==> src/rtl/pc_fetch_unit.sv <==
// pc_fetch_unit: instruction fetch front end. It owns the fetch PC, keeps a small
// circular prefetch buffer of {addr, instr} pairs, and talks to a variable-latency
// instruction memory with at most one request in flight.
module pc_fetch_unit #(
   parameter int          DEPTH     = 2,
   parameter logic [31:0] RESET_PC  = 32'h0000_0000,
   parameter int          PAGE_BITS = 8
) (
   input  logic        clk,
   input  logic        rst_n,
   input  logic        PC_Write,
   input  logic        Redirect,
   input  logic [31:0] Redirect_Addr,
   output logic        IM_Req,
   output logic [31:0] IM_Addr,
   input  logic        IM_Ack,
   input  logic [31:0] IM_Data,
   output logic [31:0] Instr,
   output logic [31:0] Instr_Addr,
   output logic        Instr_Valid,
   output logic [31:0] Fetch_PC
);

   localparam int PW = $clog2(DEPTH);
   localparam int CW = PW + 1;
   localparam logic [CW-1:0]          DEPTH_C  = CW'(DEPTH);
   localparam logic [PAGE_BITS-3:0]   PAGE_ONE = (PAGE_BITS-2)'(1);

   typedef enum logic [1:0] {IDLE, REQ, DISCARD} state_t;

   state_t        state_q, state_d;
   logic [31:0]   fetch_pc_q, fetch_pc_d;
   logic          im_req_q, im_req_d;
   logic [31:0]   im_addr_q, im_addr_d;
   logic [PW-1:0] head_q, head_d;
   logic [PW-1:0] tail_q, tail_d;
   logic [CW-1:0] count_q, count_d;

   logic [31:0]   buf_addr_q [DEPTH];
   logic [31:0]   buf_data_q [DEPTH];

   logic          push, pop;
   logic [CW-1:0] count_upd;

   // Word increment that wraps inside the page; upper address bits are kept.
   function automatic logic [31:0] inc_pc(input logic [31:0] pc);
      logic [31:0] r;
      r = pc;
      r[PAGE_BITS-1:2] = pc[PAGE_BITS-1:2] + PAGE_ONE;
      r[1:0] = 2'b00;
      return r;
   endfunction

   // A redirect drops both the arriving word and the head consumption.
   assign push      = (state_q == REQ) && IM_Ack && !Redirect;
   assign pop       = (count_q != '0) && PC_Write && !Redirect;
   assign count_upd = count_q + CW'(push) - CW'(pop);

   // Next-state, request and buffer-pointer logic; redirect overrides everything.
   always_comb begin
      state_d    = state_q;
      fetch_pc_d = fetch_pc_q;
      im_req_d   = im_req_q;
      im_addr_d  = im_addr_q;
      head_d     = head_q;
      tail_d     = tail_q;
      count_d    = count_upd;

      if (push) begin
         tail_d     = tail_q + PW'(1);
         fetch_pc_d = inc_pc(fetch_pc_q);
      end
      if (pop) head_d = head_q + PW'(1);

      if (Redirect) begin
         head_d     = '0;
         tail_d     = '0;
         count_d    = '0;
         fetch_pc_d = Redirect_Addr & 32'hFFFF_FFFC;
         case (state_q)
            REQ: begin
               if (IM_Ack) begin
                  im_req_d = 1'b0;
                  state_d  = IDLE;
               end else begin
                  // The memory still owes us a word; keep the handshake alive.
                  state_d = DISCARD;
               end
            end
            DISCARD: begin
               if (IM_Ack) begin
                  im_req_d = 1'b0;
                  state_d  = IDLE;
               end
            end
            default: ;
         endcase
      end else begin
         case (state_q)
            IDLE: begin
               if (count_q < DEPTH_C) begin
                  im_req_d  = 1'b1;
                  im_addr_d = fetch_pc_q;
                  state_d   = REQ;
               end
            end
            REQ: begin
               if (IM_Ack) begin
                  if (count_upd < DEPTH_C) begin
                     // Back-to-back request for the following word.
                     im_addr_d = inc_pc(fetch_pc_q);
                  end else begin
                     im_req_d = 1'b0;
                     state_d  = IDLE;
                  end
               end
            end
            DISCARD: begin
               if (IM_Ack) begin
                  im_req_d = 1'b0;
                  state_d  = IDLE;
               end
            end
            default: state_d = IDLE;
         endcase
      end
   end

   // Control registers with synchronous active-low reset.
   always_ff @(posedge clk) begin
      if (!rst_n) begin
         state_q    <= IDLE;
         fetch_pc_q <= RESET_PC;
         im_req_q   <= 1'b0;
         im_addr_q  <= RESET_PC;
         head_q     <= '0;
         tail_q     <= '0;
         count_q    <= '0;
      end else begin
         state_q    <= state_d;
         fetch_pc_q <= fetch_pc_d;
         im_req_q   <= im_req_d;
         im_addr_q  <= im_addr_d;
         head_q     <= head_d;
         tail_q     <= tail_d;
         count_q    <= count_d;
      end
   end

   // Buffer storage; contents are only meaningful below count, so no reset.
   always_ff @(posedge clk) begin
      if (push) begin
         buf_addr_q[tail_q] <= im_addr_q;
         buf_data_q[tail_q] <= IM_Data;
      end
   end

   assign IM_Req      = im_req_q;
   assign IM_Addr     = im_addr_q;
   assign Fetch_PC    = fetch_pc_q;
   assign Instr_Valid = (count_q != '0);
   assign Instr       = Instr_Valid ? buf_data_q[head_q] : 32'h0;
   assign Instr_Addr  = Instr_Valid ? buf_addr_q[head_q] : 32'h0;

endmodule
==> config.mk <==
export PLATFORM = sky130hd
export DESIGN_NAME = pc_fetch_unit
export DESIGN_NICKNAME = d
export VERILOG_FILES = /design/src/rtl/pc_fetch_unit.sv
export SDC_FILE = /design/constraint.sdc
export NUM_CORES = 1
export LEC_CHECK = 0
export BUFFER_PORTS_ARGS = -buffer_cell sky130_fd_sc_hd__clkbuf_2
export CAP_MARGIN = 5
export CORE_MARGIN = 2
export CORE_UTILIZATION = 28
export CTS_CLUSTER_SIZE = 12
export DETAILED_ROUTE_END_ITERATION = 12
export PLACE_DENSITY = 0.5
export SLEW_MARGIN = 40
export SYNTH_ARGS = -nofsm -noshare
export SYNTH_HDL_FRONTEND = slang
export SYNTH_SLANG_ARGS = --single-unit
==> constraint.sdc <==
create_clock -name clk -period 7.45 [get_ports clk]
set_clock_uncertainty 0.15 [all_clocks]
set_input_delay 1.1175 -clock clk [delete_from_list [all_inputs] [get_ports clk]]
set_output_delay 1.1175 -clock clk [all_outputs]
set_load 0.01 [all_outputs]
==> flow_metrics.tcl <==
set metrics [dict create \
    num_rows 60 \
    area_growth_pct 24.24 \
    crit_type "primary input to flop" \
    place.gp.congestion 0.7470 \
    tns_ns 0 \
    multi_input_area_um2 2335 \
    gr-usage-all-layers_pct 13.15 \
    synth-seq-cells 192 \
    grt_pass1_wl_mm 28.82 \
    totalWireLength_mm 18.74 \
    crit_path_start_kind "primary input" \
    wl_per_cell_um 16.61 \
    nets 850 \
    fin_ws_ns 2.847 \
    portBuffers 190 \
    setup_viol 0 \
    slew-limit-headroom_pct 45.56 \
    ir_worst_vdd_uv 107.4 \
    hold_class "flop to flop" \
    r2r_end "IM_Addr[6]" \
    layout_min_cycle_time_ns 4.603 \
    dieHeight_um 169.1 \
    stdcell_area_um2 9484 \
    rr_startpoint "state_q[1]" \
    drive_above_1_share_pct 30.75 \
    cts_made_buffers 17 \
    intPower_mw 1.708 \
    synthArstFlopShare_pct 0 \
    reg2reg_setup_slack_ns 3.53 \
    fillers 2721 \
    h-tree-depth 4 \
    synth_top_area_share_pct 48.78 \
    fin_util_pct 35.29 \
    syn_area_um2 7634 \
    post_cts.repair.setup_buffers 0 \
    ys_seq_area_share_pct 66.61 \
    p_leak_nw 3.555 \
    drc 0 \
    synth_area_leaders "edfxtp_1 49%, dfxtp_1 18%, mux2i_1 12%, nor2_1 5.1%, a21oi_1 1.9%" \
    syn_area_per_cell_um2 12.77 \
    min_to "buf_addr_q[0][10]" \
    pwr-share-seq_pct 52.7 \
    yosys-top-cells-count "124 x edfxtp_1, 103 x nor2_1, 89 x mux2i_1, 68 x dfxtp_1, 29 x a21oi_1" \
    antenna_left 0 \
    power_switching_mw 0.5559 \
    hold_buffers 0 \
    clockBufferDepth 2 \
    combPwrFrac_pct 7.8 \
    crit_fanout 39 \
    num_antenna_cells 0 \
    r2r_cells 11 \
    syn_inst 598 \
    synth_cell_types 41 \
    clockPowerShare_pct 39.5 \
    ios 199 \
    synth_flop_cell "edfxtp_1" \
    first_global_vias 5070 \
    cp.arrival_ns 4.79 \
    firstDrtPassIters 4 \
    grt-ovfl-total 0 \
    worst_pin_slew_ns 0.8167 \
    cp-startpoint "Redirect" \
    maxCapViolCount 0 \
    pre_cts_ws_ns 2.337 \
    max_freq_ghz 0.2173 \
    antenna_found_initial 0 \
    via_per_inst 4.546 \
    cts_tree "built" \
    placed_cells_incl_taps 1097 \
    cts_sinks 192 \
    core_area_um2 26880 \
    hold_ws_ns 0.3353 \
    initial_core_util_pct 28.40 \
    worst-endpoint-required_ns 7.63 \
    outcome "finished clean" \
    yosysMostFrequentCell "edfxtp_1" \
    grt_max_degree 63 \
    total_power_mw 2.264 \
    die_w_um 169.1 \
    final_hold_viol_count 0 \
    slew_viol_final 0 \
    min_period_over_period_pct 61.79 \
    synth-edff-count 124 \
    sw_frac_of_total_pct 24.56 \
    rsz0062_at_grt "no" \
    die-area_um2 28600 \
    min_path_cells 0 \
    path_clk_slew_ns 0.07 \
    cp-end-kind "flop" \
    clk_latency_ns 0.42 \
    seq_area_um2 5089 \
    synth_top_area_cell "edfxtp_1" \
    vias 5128 \
    power.density_nw_per_um2 238.7 \
    drtIter0Drc 209 \
    synth_warnings 0 \
    dpl.hpwl_mm 12.01 \
    min_from "IM_Addr[10]" \
    cts-root-buf "clkbuf_16" \
    fin_cells 1128 \
    placed_area_um2 8910 \
    ctsResizeCount 0 \
]
[cell type report]
class / count / area share (%)
timing repair buffer: 198 / 10.83
clock buffer: 17 / 4.485
clock inverter: 14 / 1.570
tap: 341 / 4.499
multi-input combinational: 358 / 24.62
sequential: 192 / 53.65
inverter: 8 / 0.3430
[worst max-delay path, stage by stage]
cell,delay [ns]
clkbuf_2,0.07
buf_4,0.52
clkinv_1,0.61
nand2_1,0.31
ha_1,0.26
inv_1,0.06
ha_1,0.19
xor2_1,0.50
o41a_2,0.65
nand2_1,0.23
a211oi_1,0.25
[how the worst max path moves through the flow]
stage / endpoint / slack [ns] / cells after the start
after floorplan: buf_addr_q[0][10] / 2.43 / 5
after global placement: IM_Addr[5] / 2.19 / 11
after detailed placement: IM_Addr[6] / 2.34 / 11
after CTS: IM_Addr[6] / 2.78 / 11
final: IM_Addr[6] / 2.85 / 11
after global routing: IM_Addr[6] / 2.45 / 11
[logic make-up after synthesis]
kind of cell / share of synthesized area (%)
flip-flops: 66.61
AND/OR/NAND/NOR: 9.425
multiplexers: 11.67
AO/OA/AOI/OAI: 6.212
buffers and inverters: 3.557
XOR/XNOR: 1.492
adder cells (fa/ha/maj): 0.9834
other: 0.04913
[flip-flops by register name, indices dropped and copies added, names as in the netlist, named ones only]
register and count:
Fetch_PC 30, IM_Addr 30, IM_Req 1, buf_addr_q 60
buf_data_q 64, count_q 2, head_q 1, state_q 2
tail_q 1
[cell usage in the layout, fill, tap and decap left out, types with 3 or more instances in the layout]
cell type and count:
a211oi_1 8, a21oi_1 29, a311oi_1 5, buf_4 6, clkbuf_16 17, clkbuf_2 190
clkinv_4 4, conb_1 6, dfxtp_1 67, edfxtp_1 124, ha_1 6, inv_1 6
inv_6 4, mux2i_1 89, nand2_1 9, nand2b_1 4, nand3_1 25, nand4_1 3
nor2_1 101, nor3_1 9, o21ai_0 27, o21ai_1 4, xnor2_1 8, xor2_1 5
[power groups by stage]
| stage | clock [mW] | sequential (mW) | combinational (mW) |
|---|---|---|---|
| floorplan | 0 | 1.22 | 0.0978 |
| global placement | 0 | 1.22 | 0.178 |
| detailed placement | 0 | 1.22 | 0.180 |
| CTS | 0.932 | 1.19 | 0.181 |
| global route | 0.970 | 1.20 | 0.196 |
| finish | 0.894 | 1.19 | 0.176 |
[metal layers]
metal / share of wire, % / up-vias / routed length, um / track usage [%]
met5: 0 / - / 0 / 0
met4: 0.92 / 0 / 172 / 3.530
met1: 47 / 2494 / 8719 / 16.76
met3: 4.1 / 8 / 768 / 2.736
li1: - / 2503 / - / -
met2: 48 / 123 / 9079 / 22.74
Note: power is estimated with default switching activity, not from simulation.
